File: src/rtl/image_proc_pkg.sv
// Shared types and constants for the image line feeder and its pixel skid buffer.
package image_proc_pkg;

    localparam int unsigned PIX_W      = 8;
    localparam int unsigned CREDIT_W   = 3;
    // Output register plus two skid entries.
    localparam int unsigned SKID_DEPTH = 3;
    localparam int unsigned SKID_CNT_W = $clog2(SKID_DEPTH + 1);

    typedef logic [PIX_W-1:0] pixel_t;

    typedef enum logic [2:0] {
        ST_IDLE     = 3'd0,
        ST_PRELOAD  = 3'd1,
        ST_WAIT     = 3'd2,
        ST_LINE     = 3'd3,
        ST_PAD_WAIT = 3'd4,
        ST_PAD      = 3'd5,
        ST_DRAIN    = 3'd6
    } feeder_state_e;

    // Tag travelling alongside a read request through the memory latency.
    typedef struct packed {
        logic vld;
        logic zero;
    } rd_tag_t;

endpackage

File: src/rtl/pixel_skid_buffer.sv
// Pixel FIFO with a registered output stage and two skid entries behind it; absorbs the
// memory read latency while the downstream ready is low.
module pixel_skid_buffer
    import image_proc_pkg::*;
(
    input  logic             clk,
    input  logic             reset_n,
    input  logic             push,
    input  logic [PIX_W-1:0] push_data,
    input  logic             out_ready,
    output logic             out_valid,
    output logic [PIX_W-1:0] out_data,
    output logic             full,
    output logic             almost_full
);

    logic [SKID_CNT_W-1:0] cnt_q, cnt_d, cnt_mid;
    pixel_t                ent_q [SKID_DEPTH];
    pixel_t                ent_d [SKID_DEPTH];
    logic                  pop;

    // Entry 0 is the output register; pop shifts down, push lands behind the last entry.
    always_comb begin
        ent_d   = ent_q;
        pop     = (cnt_q != '0) && out_ready;
        cnt_mid = cnt_q;
        if (pop) begin
            for (int i = 0; i < SKID_DEPTH - 1; i++) begin
                ent_d[i] = ent_q[i+1];
            end
            cnt_mid = cnt_q - SKID_CNT_W'(1);
        end
        cnt_d = cnt_mid;
        if (push) begin
            for (int i = 0; i < SKID_DEPTH; i++) begin
                if (cnt_mid == SKID_CNT_W'(i)) begin
                    ent_d[i] = push_data;
                end
            end
            cnt_d = cnt_mid + SKID_CNT_W'(1);
        end
    end

    always_ff @(posedge clk or negedge reset_n) begin
        if (!reset_n) begin
            cnt_q <= '0;
            for (int i = 0; i < SKID_DEPTH; i++) begin
                ent_q[i] <= '0;
            end
        end else begin
            cnt_q <= cnt_d;
            ent_q <= ent_d;
        end
    end

    assign out_valid   = (cnt_q != '0);
    assign out_data    = ent_q[0];
    assign full        = (cnt_q == SKID_CNT_W'(SKID_DEPTH));
    assign almost_full = (cnt_q == SKID_CNT_W'(SKID_DEPTH - 1));

endmodule

File: src/rtl/image_line_feeder.sv
// Streams a grayscale frame from synchronous frame memory to the line-buffered filter, paced by
// intr_in credits. Define LINE_FEEDER_PAD_REPLICATE_EN to pad by re-reading the last image row.
module image_line_feeder
    import image_proc_pkg::*;
#(
    parameter int unsigned IMAGE_WIDTH   = 512,
    parameter int unsigned IW_BIT_NUM    = 9,
    parameter int unsigned IMAGE_HEIGHT  = 512,
    parameter int unsigned PRELOAD_LINES = 4,
    parameter int unsigned PAD_LINES     = 2,
    parameter int unsigned ADDR_W        = 18
) (
    input  logic              clk,
    input  logic              reset_n,
    input  logic              start,
    output logic              busy,
    output logic              done,
    output logic              mem_rd_en,
    output logic [ADDR_W-1:0] mem_addr,
    input  logic [PIX_W-1:0]  mem_rd_data,
    output logic              m_data_valid,
    output logic [PIX_W-1:0]  m_data,
    input  logic              m_data_ready,
    input  logic              intr_in
);

    localparam int unsigned ROW_W = $clog2(IMAGE_HEIGHT + 1);
    localparam int unsigned PAD_W = $clog2(PAD_LINES + 2);
    localparam logic [IW_BIT_NUM-1:0] LAST_COL   = IW_BIT_NUM'(IMAGE_WIDTH - 1);
    localparam logic [CREDIT_W-1:0]   CREDIT_MAX = CREDIT_W'(PRELOAD_LINES);
`ifdef LINE_FEEDER_PAD_REPLICATE_EN
    localparam logic [ADDR_W-1:0] LAST_ROW_BASE = ADDR_W'((IMAGE_HEIGHT - 1) * IMAGE_WIDTH);
`endif

    feeder_state_e         state_q, state_d;
    logic [IW_BIT_NUM-1:0] col_q, col_d;
    logic [ROW_W-1:0]      row_q, row_d;
    logic [PAD_W-1:0]      pad_q, pad_d;
    logic [ADDR_W-1:0]     addr_q, addr_d;
    logic [CREDIT_W-1:0]   credit_q, credit_d;
    logic                  intr_q, intr_d;
    rd_tag_t               req_q, req_d;
    rd_tag_t               rsp_q, rsp_d;
    logic                  mem_rd_en_q, mem_rd_en_d;
    logic [ADDR_W-1:0]     mem_addr_q, mem_addr_d;
    logic                  busy_q, busy_d;
    logic                  done_q, done_d;

    logic                  skid_valid, skid_full, skid_almost_full;
    logic [PIX_W-1:0]      skid_data, push_data;
    logic [2:0]            occ, committed;
    logic                  pop, room, issue_state, issue, row_end, pad_state;
    logic                  take, inc, frame_end;

    assign push_data = rsp_q.zero ? '0 : mem_rd_data;

    pixel_skid_buffer u_skid (
        .clk         (clk),
        .reset_n     (reset_n),
        .push        (rsp_q.vld),
        .push_data   (push_data),
        .out_ready   (m_data_ready),
        .out_valid   (skid_valid),
        .out_data    (skid_data),
        .full        (skid_full),
        .almost_full (skid_almost_full)
    );

    always_comb begin
        state_d     = state_q;
        col_d       = col_q;
        row_d       = row_q;
        pad_d       = pad_q;
        addr_d      = addr_q;
        credit_d    = credit_q;
        intr_d      = intr_in;
        req_d       = '0;
        rsp_d       = req_q;
        mem_rd_en_d = 1'b0;
        mem_addr_d  = mem_addr_q;
        done_d      = 1'b0;
        take        = 1'b0;
        frame_end   = 1'b0;

        // A read may issue only if its data is guaranteed a skid slot.
        occ         = skid_full ? 3'd3 : (skid_almost_full ? 3'd2 : (skid_valid ? 3'd1 : 3'd0));
        pop         = skid_valid && m_data_ready;
        committed   = occ - 3'(pop) + 3'(req_q.vld) + 3'(rsp_q.vld);
        room        = (committed < 3'(SKID_DEPTH));
        pad_state   = (state_q == ST_PAD);
        issue_state = (state_q inside {ST_PRELOAD, ST_LINE, ST_PAD}) ||
                      ((state_q == ST_IDLE) && start);
        issue       = issue_state && room;
        row_end     = issue && (col_q == LAST_COL);

        if (issue) begin
            col_d     = row_end ? '0 : col_q + IW_BIT_NUM'(1);
            req_d.vld = 1'b1;
            if (pad_state) begin
                if (row_end) begin
                    pad_d = pad_q + PAD_W'(1);
                end
`ifdef LINE_FEEDER_PAD_REPLICATE_EN
                mem_rd_en_d = 1'b1;
                mem_addr_d  = LAST_ROW_BASE + ADDR_W'(col_q);
`else
                req_d.zero  = 1'b1;
`endif
            end else begin
                mem_rd_en_d = 1'b1;
                mem_addr_d  = addr_q;
                addr_d      = addr_q + ADDR_W'(1);
                if (row_end) begin
                    row_d = row_q + ROW_W'(1);
                end
            end
        end

        case (state_q)
            ST_IDLE: begin
                if (start) begin
                    state_d = ST_PRELOAD;
                end
            end
            ST_PRELOAD: begin
                if (row_end && (row_q == ROW_W'(PRELOAD_LINES - 1))) begin
                    state_d = ST_WAIT;
                end
            end
            ST_WAIT: begin
                if (row_q == ROW_W'(IMAGE_HEIGHT)) begin
                    state_d = ST_PAD_WAIT;
                end else if (credit_q != '0) begin
                    state_d = ST_LINE;
                    take    = 1'b1;
                end
            end
            ST_LINE: begin
                if (row_end) begin
                    state_d = ST_WAIT;
                end
            end
            ST_PAD_WAIT: begin
                if (pad_q == PAD_W'(PAD_LINES)) begin
                    state_d = ST_DRAIN;
                end else if (credit_q != '0) begin
                    state_d = ST_PAD;
                    take    = 1'b1;
                end
            end
            ST_PAD: begin
                if (row_end) begin
                    state_d = ST_PAD_WAIT;
                end
            end
            ST_DRAIN: begin
                if (!skid_valid && !req_q.vld && !rsp_q.vld) begin
                    state_d   = ST_IDLE;
                    done_d    = 1'b1;
                    frame_end = 1'b1;
                end
            end
            default: state_d = ST_IDLE;
        endcase

        // Saturating line credits; edges before the preload completes are not counted.
        inc = intr_in && !intr_q && !(state_q inside {ST_IDLE, ST_PRELOAD});
        if (inc && !take) begin
            if (credit_q < CREDIT_MAX) begin
                credit_d = credit_q + CREDIT_W'(1);
            end
        end else if (take && !inc) begin
            credit_d = credit_q - CREDIT_W'(1);
        end

        if (frame_end) begin
            col_d    = '0;
            row_d    = '0;
            pad_d    = '0;
            addr_d   = '0;
            credit_d = '0;
        end

        busy_d = (state_d != ST_IDLE);
    end

    always_ff @(posedge clk or negedge reset_n) begin
        if (!reset_n) begin
            state_q     <= ST_IDLE;
            col_q       <= '0;
            row_q       <= '0;
            pad_q       <= '0;
            addr_q      <= '0;
            credit_q    <= '0;
            intr_q      <= 1'b0;
            req_q       <= '0;
            rsp_q       <= '0;
            mem_rd_en_q <= 1'b0;
            mem_addr_q  <= '0;
            busy_q      <= 1'b0;
            done_q      <= 1'b0;
        end else begin
            state_q     <= state_d;
            col_q       <= col_d;
            row_q       <= row_d;
            pad_q       <= pad_d;
            addr_q      <= addr_d;
            credit_q    <= credit_d;
            intr_q      <= intr_d;
            req_q       <= req_d;
            rsp_q       <= rsp_d;
            mem_rd_en_q <= mem_rd_en_d;
            mem_addr_q  <= mem_addr_d;
            busy_q      <= busy_d;
            done_q      <= done_d;
        end
    end

    assign busy         = busy_q;
    assign done         = done_q;
    assign mem_rd_en    = mem_rd_en_q;
    assign mem_addr     = mem_addr_q;
    assign m_data_valid = skid_valid;
    assign m_data       = skid_data;

endmodule
File: config.mk
export PLATFORM = sky130hd
export DESIGN_NAME = image_line_feeder
export DESIGN_NICKNAME = d
export VERILOG_FILES = /design/src/rtl/image_proc_pkg.sv /design/src/rtl/pixel_skid_buffer.sv /design/src/rtl/image_line_feeder.sv
export SDC_FILE = /design/constraint.sdc
export NUM_CORES = 1
export LEC_CHECK = 0
export ABC_CLOCK_PERIOD_IN_PS = 5800
export BUFFER_PORTS_ARGS = -buffer_cell sky130_fd_sc_hd__buf_4
export CORE_MARGIN = 2
export CORE_UTILIZATION = 35
export CTS_CLUSTER_DIAMETER = 80
export DETAILED_ROUTE_END_ITERATION = 10
export GPL_TIMING_DRIVEN = 1
export HOLD_SLACK_MARGIN = 0.12
export PLACE_DENSITY_LB_ADDON = 0.05
export SETUP_SLACK_MARGIN = 0.5
export SLEW_MARGIN = 15
export SYNTH_ARGS = -nofsm -noshare
export SYNTH_HDL_FRONTEND = slang
export SYNTH_SLANG_ARGS = --single-unit
File: constraint.sdc
create_clock -name clk -period 5.8 [get_ports clk]
set_input_delay 0.29 -clock clk [delete_from_list [all_inputs] [get_ports clk]]
set_output_delay 0.29 -clock clk [all_outputs]
set_load 0.05 [all_outputs]
Yosys cells after proc, flatten, opt, wreduce, memory -nomap -nowiden. Index checks and enable logic that the tools add are counted.

Output and inout port bits: 30. Input port bits: 13. Register bits: 97. Logic and storage cells: 134.

Muxes and demuxes: 49. $lt $le $gt $ge: 2. Reductions and logical operators: 36. Equal/unequal tests: 16. Bitwise operators: 1. Add/subtract/negate cells: 11.

Operator list (count): 18-bit 2-to-1 mux (3); 10-bit 2-to-1 mux (4); 3-bit 2-to-1 mux (13); 8-bit 2-to-1 mux (4); 9-bit 2-to-1 mux (3); 24-bit 2-to-1 mux (1); 3-bit case mux with 7 select lines (1); 18-bit by 1-bit adder with 18-bit output, second input constant (1); 2-bit 2-to-1 mux (9); 16-bit 2-to-1 mux (1); 3-bit nonzero test (4); 1-bit logical AND (11); 10-bit by 1-bit adder with 10-bit output, second input constant (1); 10-bit equality test, second input constant (1); 10-bit by 2-bit equality test with 1-bit output, second input constant (1); 2-bit nonzero test (5); 9-bit by 1-bit adder with 9-bit output, second input constant (1); 3-bit equality test, second input constant (3); 9-bit equality test, second input constant (1); 1-bit 2-to-1 mux (9); 2-bit equality test, second input constant (4); 2-bit AND reduction (4); 1-bit logical NOT (7); 3-bit by 1-bit adder with 3-bit output (2); other kinds (18) (21).

Logic depth before layout (Yosys ltp).
Depth in word-level cells: 14. Gate-level depth with buffers: 17. Gate-level depth less buffers: 14.

Cells and area by module. From an unflattened synthesis, not the netlist that was laid out.

Cells, all modules: 541. Area total of the unflattened synthesis: 5132.4 um^2.

Modules (own cells, without submodules): image_line_feeder (times used 1, sequential area each 1776.7 um^2, area each 3728.6 um^2, cells an instance 407); pixel_skid_buffer (times used 1, sequential area each 650.6 um^2, area each 1403.8 um^2, cells an instance 134).

Worst setup path after synthesis. Ideal clock, no wire load.

Path kind: reg-to-reg. Start: register u_skid.cnt_q[0]. End: register busy_q (netlist: busy). Required time: 5.661 ns. Cell stages (with the launch flop): 16. Data arrival time: 3.964 ns. Period minus slack after synthesis: 4.102 ns. Slack: 1.698 ns. Path buffers: 2. Setup time: 0.139 ns. Cell sequence: dfrtp_1 inv_1 ha_1 nand2b_1 clkbuf_1 clkinv_1 clkbuf_1 ha_1 fa_1 inv_1 fa_1 nor2b_1 or4_1 nor3_1 or4_1 or4b_1.

Word-level cells in the longest chain between the ends: 14. Elaborated cells on any way between the ends: 23. Those cells by class: add/sub: 3; order compare: 1; eq/ne: 2; mux: 8; reduce/logical: 9.

RTL lines: from (decl) (RTL line pixel_skid_buffer.sv:17) `logic [SKID_CNT_W-1:0] cnt_q, cnt_d, cnt_mid;`; from (signal assigned) (RTL line pixel_skid_buffer.sv:51) `cnt_q <= cnt_d;`; 2-bit nonzero test (RTL line pixel_skid_buffer.sv:56) `assign out_valid = (cnt_q != '0);`; 1-bit 2-to-1 mux (RTL line image_line_feeder.sv:86) `occ = skid_full ? 3'd3 : (skid_almost_full ? 3'd2 : (skid_valid ? 3'd1 : 3'd0));`; 2-bit 2-to-1 mux (2 in series) (RTL line image_line_feeder.sv:86); 2-bit by 1-bit subtractor with 3-bit output (RTL line image_line_feeder.sv:88) `committed = occ - 3'(pop) + 3'(req_q.vld) + 3'(rsp_q.vld);`; 3-bit by 1-bit adder with 3-bit output (2 in series) (RTL line image_line_feeder.sv:88); 3-bit by 2-bit less-than comparator with 1-bit output (RTL line image_line_feeder.sv:89) `room = (committed < 3'(SKID_DEPTH));`; 1-bit logical AND (RTL line image_line_feeder.sv:93) `issue = issue_state && room;`; 1-bit logical AND (RTL line image_line_feeder.sv:94) `row_end = issue && (col_q == LAST_COL);`; 1-bit logical AND (RTL line image_line_feeder.sv:126) `if (row_end && (row_q == ROW_W'(PRELOAD_LINES - 1))) begin`; 3-bit 2-to-1 mux (RTL line image_line_feeder.sv:126); 3-bit case mux with 7 select lines * (RTL line image_line_feeder.sv:119) `case (state_q)`; 3-bit nonzero test * (RTL line image_line_feeder.sv:184) `busy_d = (state_d != ST_IDLE);`; via busy_d (RTL line image_line_feeder.sv:46) `logic busy_q, busy_d;`; to (signal assigned) (RTL line image_line_feeder.sv:214) `busy_q <= busy_d;`; to (decl) (RTL line image_line_feeder.sv:46).

The timed path passes the listed nets; every way through them passes the cells marked *. A chain may end at the register's enable or synchronous reset.

Final worst setup path.
Start: register u_skid.cnt_q[0]. End: register addr_q[2].

Word-level cells in the longest chain between the ends: 11. Elaborated cells on any way between the ends: 21. Those cells by class: add/sub: 3; order compare: 1; eq/ne: 3; mux: 6; reduce/logical: 8.

RTL lines: 2-bit nonzero test (RTL line pixel_skid_buffer.sv:56); 1-bit 2-to-1 mux (RTL line image_line_feeder.sv:86); 2-bit 2-to-1 mux (2 in series) (RTL line image_line_feeder.sv:86); 2-bit by 1-bit subtractor with 3-bit output (RTL line image_line_feeder.sv:88); 3-bit by 1-bit adder with 3-bit output (2 in series) (RTL line image_line_feeder.sv:88); 3-bit by 2-bit less-than comparator with 1-bit output (RTL line image_line_feeder.sv:89); 1-bit logical AND (RTL line image_line_feeder.sv:93); 2-bit nonzero test (no line); 2-bit AND reduction (no line); to (signal assigned) (RTL line image_line_feeder.sv:207) `addr_q <= addr_d;`; to (decl) (RTL line image_line_feeder.sv:39) `logic [ADDR_W-1:0] addr_q, addr_d;`.

Parallel ways exist; a longest one is shown, timed or not.

==> flow_summary_export.csv <==
group,metric,value,unit
run_status,status,"finished clean",
floorplan,start_util,0.358,
worst_setup_path,critical-path-max-stage-delay,0.62,ns
routing,wirelength,11.5,mm
worst_setup_path,cp_cell_sequence,"inv_1, ha_1, nand2b_1, clkinv_1, ha_1, fa_1, inv_1, fa_1, or3_1, o211a_2, nand3_1, clkinv_1, nand2_1, mux2i_1",
power_and_ir_drop,seqPwrFrac,0.312,
synthesis,syn_inst,541,
timing,worst_pin_slew,0.764,ns
floorplan,io_pins,43,
global_routing,busiest_layer,"met2",
finish,fillers,1402,
timing,max_freq,222,MHz
hold_path,hp-class,"input port to register",
worst_setup_path,crit_cells,14,
finish,design_area,5730,um2
synthesis,synthDistinctLibCells,57,
worst_setup_path,crit_type,"register to register",
clock_network,cts_made_buffers,9,
clock_network,cts_hold_buffers,2,
worst_setup_path,start_kind,"register",
routing,vias,3961,
global_routing,grt.overflow.total,0,
timing,skew,0.00700,ns
worst_setup_path,r2r_start,"u_skid.cnt_q[0]",
timing,slew_viol_final,0,
placement,postPlaceCellArea,5400,um2
global_routing,grt_pass1_wl,19.3,mm
clock_network,clk_transition_reported_paths,0.07,ns
worst_setup_path,cp-endpoint,"addr_q[2]",
synthesis,syn_area,4970,um2
synthesis,synth-edff-count,0,
global_routing,grt_pass1_vias,3809,
clock_network,cts_tree,"yes",
synthesis,avgSynthCellArea,9.19,um2
global_routing,met1_usage,0.218,
power_and_ir_drop,p_leak,2.60,nW
worst_setup_path,worst-path-buf-inv,4,
worst_setup_path,cp_max_fo,19,
global_routing,met2_usage,0.262,
power_and_ir_drop,switching_share,0.469,
finish,area_growth,15.3,%
routing,drt_iter0_drc,225,
synthesis,syn-num-nets,571,
timing,hold_viol,0,
global_routing,use_met3,0.0268,
clock_network,post_cts_buffers,0,
flow_run,maxCapViolations,0,
worst_setup_path,timing.critical_path.max_delay_family,"simple AND/OR/NAND/NOR gates",
floorplan,std_cell_rows,43,
timing,period_share,0.776,
global_routing,grt_usage,0.163,
synthesis,synth_seq_cells,97,
worst_setup_path,critPathLaunch,"u_skid.cnt_q[0]",
finish,drive_above_1_share,0.143,
global_routing,antenna_found_initial,0,
placement,io_buffers,42,
power_and_ir_drop,p_clk_frac,0.182,
finish,antennaDiodeCount,0,
worst_setup_path,cp.required,6.08,ns
power_and_ir_drop,switchingPower,0.00165,W
clock_network,cts_root_buf,"clkbuf_16",
clock_network,postCtsResizedCells,0,
clock_network,clk_latency,0.35,ns
placement,gp_congestion,0.774,
timing,slew_headroom,0.491,
clock_network,cts.sink_count,97,
clock_network,htreeDepth,3,
worst_setup_path,rrSetupSlack,1.30,ns
floorplan,dieArea,15200,um2
synthesis,ys_seq_area_frac,0.488,
routing,antenna_left,0,
synthesis,synthArstFlopShare,1.00,
timing,setup_viol,0,
finish,final_nets,598,
global_routing,grt_max_degree,56,
timing,rsz0062_at_grt,"no",
routing,drc_errors,0,
power_and_ir_drop,intPower,0.00186,W
placement,hpwl,7.75,mm
worst_setup_path,reg2reg_to,"addr_q[2]",
timing,tns,0,ns
floorplan,die_w,123,um
power_and_ir_drop,power.density,613,nW/um2
timing,finalCriticalPeriod,4.50,ns
floorplan,die_h,123,um
worst_setup_path,cp.arrival,4.78,ns
power_and_ir_drop,p_comb_frac,0.506,
worst_setup_path,end_kind,"register",
worst_setup_path,ff2ff_path_depth,14,
synthesis,synth_flop_cell,"dfrtp_1",
floorplan,coreArea,13900,um2
routing,drt-wirelength-per-cell,15.3,um
routing,dr.pass1.iters,4,
power_and_ir_drop,vdd_drop_max,239,uV
clock_network,cts_buffer_depth,2,
routing,viasPerCell,5.26,
synthesis,ys_warn_count,0,
worst_setup_path,slowest_stage,"nand2b_1",
-- synthesized netlist by cell type, types with 3 or more instances --
cell type  number  area share
o31ai_1        12       0.018
mux2_2          9       0.020
nand3b_1        7       0.011
a31o_2          5      0.0088
a31oi_1        22       0.028
clkbuf_1       22       0.017
o211ai_1        7       0.011
xnor2_1         4      0.0070
or4_1          16       0.024
and3_1          9       0.011
nor2b_1         9       0.011
a21oi_1        25       0.025
nor2_1         35       0.026
inv_1          26       0.020
nor3b_1         3      0.0045
nor3_1          7      0.0070
ha_1           14       0.035
mux2i_1         4      0.0081
o21ai_0        15       0.015
nand2_1       110       0.083
buf_4           8       0.012
fa_1            3       0.012
nand2b_1        4      0.0050
nand3_1        17       0.017
clkinv_1        3      0.0023
or3_1           6      0.0075
dfrtp_1        97        0.49
nand4_1         7      0.0088
-- power by group through the flow --
stage	registers (W)	logic [W]	clock network [W]
detailed placement	0.00111	0.00180	0
global placement	0.00110	0.00176	0
floorplan	0.00122	0.00122	0
global route	0.00113	0.00201	0.000679
finish	0.00109	0.00178	0.000641
CTS	0.00110	0.00181	0.000660
-- flip-flops by register name (all words and copies together) (netlist names) --
signal / flops
addr_q: 18
busy: 1
col_q: 9
credit_q: 3
done: 1
intr_q: 1
mem_addr: 18
mem_rd_en: 1
pad_q: 2
req_q: 2
row_q: 10
rsp_q: 2
state_q: 3
u_skid.cnt_q: 2
u_skid.ent_q: 16
u_skid.out_data: 8
-- layout make-up --
| class | instances | area (um2) | area share |
|---|---|---|---|
| inverters | 29 | 109 | 0.0190 |
| repair buffers | 49 | 373 | 0.0651 |
| flip-flops and latches | 97 | 2430 | 0.423 |
| clock inverters | 3 | 46.3 | 0.00808 |
| clock buffers | 13 | 270 | 0.0472 |
| well taps | 180 | 225 | 0.0393 |
| multi-input cells | 382 | 2280 | 0.398 |
-- through the flow --
step	total power, W	setup WS, ns	instances	utilization	hold WS [ns]
floorplan	0.00244	1.70	541	-	-0.00559
CTS	0.00357	1.23	753	0.413	0.333
finish	0.00351	1.30	753	0.413	0.347
global placement	0.00286	1.39	735	0.389	0.335
global route	0.00382	0.815	753	0.413	0.376
detailed placement	0.00291	1.25	735	0.389	0.337
-- cell usage in the layout, fill, tap and decap left out, drive strengths merged, types with 2 or more instances in the layout --
cell and count:
or4b 2, o21a 2, xnor2 4, a31o 5, inv 27, nand2 110, dfrtp 97, nand3 17
o211ai 7, mux2 10, o31ai 12, mux2i 4, dlygate4sd3 2, buf 47, nor2b 9, nand4 7
nor2 35, a22o 2, or2 2, a31oi 22, fa 3, nor4 2, nor3b 3, or3b 2
a21oi 25, clkbuf 13, nor3 7, clkinv 3, or3 7, o21ai 15, ha 14, nand2b 4
and3 10, nand3b 7, or4 16
-- worst min-delay path by stage --
stage | from | to | slack [ns] | cells past startpoint
floorplan | reset_n | addr_q[0] | -0.006 | 0
global placement | req_q[0] | rsp_q[0] | 0.33 | 0
detailed placement | reset_n | mem_addr[17] | 0.34 | 1
CTS | mem_rd_data[5] | u_skid.out_data[5] | 0.33 | 4
global route | req_q[0] | rsp_q[0] | 0.38 | 0
finish | mem_rd_data[5] | u_skid.out_data[5] | 0.35 | 4
-- worst register-to-register path: stages, from the launching register on --
cell	delay, ns
dfrtp_1	0.42
inv_1	0.10
ha_1	0.18
nand2b_1	0.62
clkinv_1	0.21
ha_1	0.34
fa_1	0.17
inv_1	0.05
fa_1	0.36
or3_1	0.35
o211a_2	0.19
nand3_1	0.42
clkinv_1	0.58
nand2_1	0.24
mux2i_1	0.19
-- cell families (layout without fill, tap and decap cells) --
| family | after synthesis | in the layout | share of synthesized area |
|---|---|---|---|
| AND/OR/NAND/NOR | 245 | 245 | 0.241 |
| buffers and inverters | 62 | 94 | 0.0531 |
| flip-flops | 97 | 97 | 0.488 |
| AO/OA/AOI/OAI | 101 | 101 | 0.131 |
| adder cells (fa/ha/maj) | 17 | 17 | 0.0473 |
| multiplexers | 14 | 14 | 0.0307 |
| XOR/XNOR | 5 | 5 | 0.00881 |
-- metal layers --
| layer | share of wire | up-vias | routed length [um] |
|---|---|---|---|
| li1 | - | 1948 | - |
| met1 | 0.48 | 1948 | 5520 |
| met2 | 0.47 | 54 | 5460 |
| met3 | 0.030 | 11 | 343 |
| met4 | 0.018 | 0 | 208 |
| met5 | 0 | - | 0 |
(Power assumes the default switching activity.)
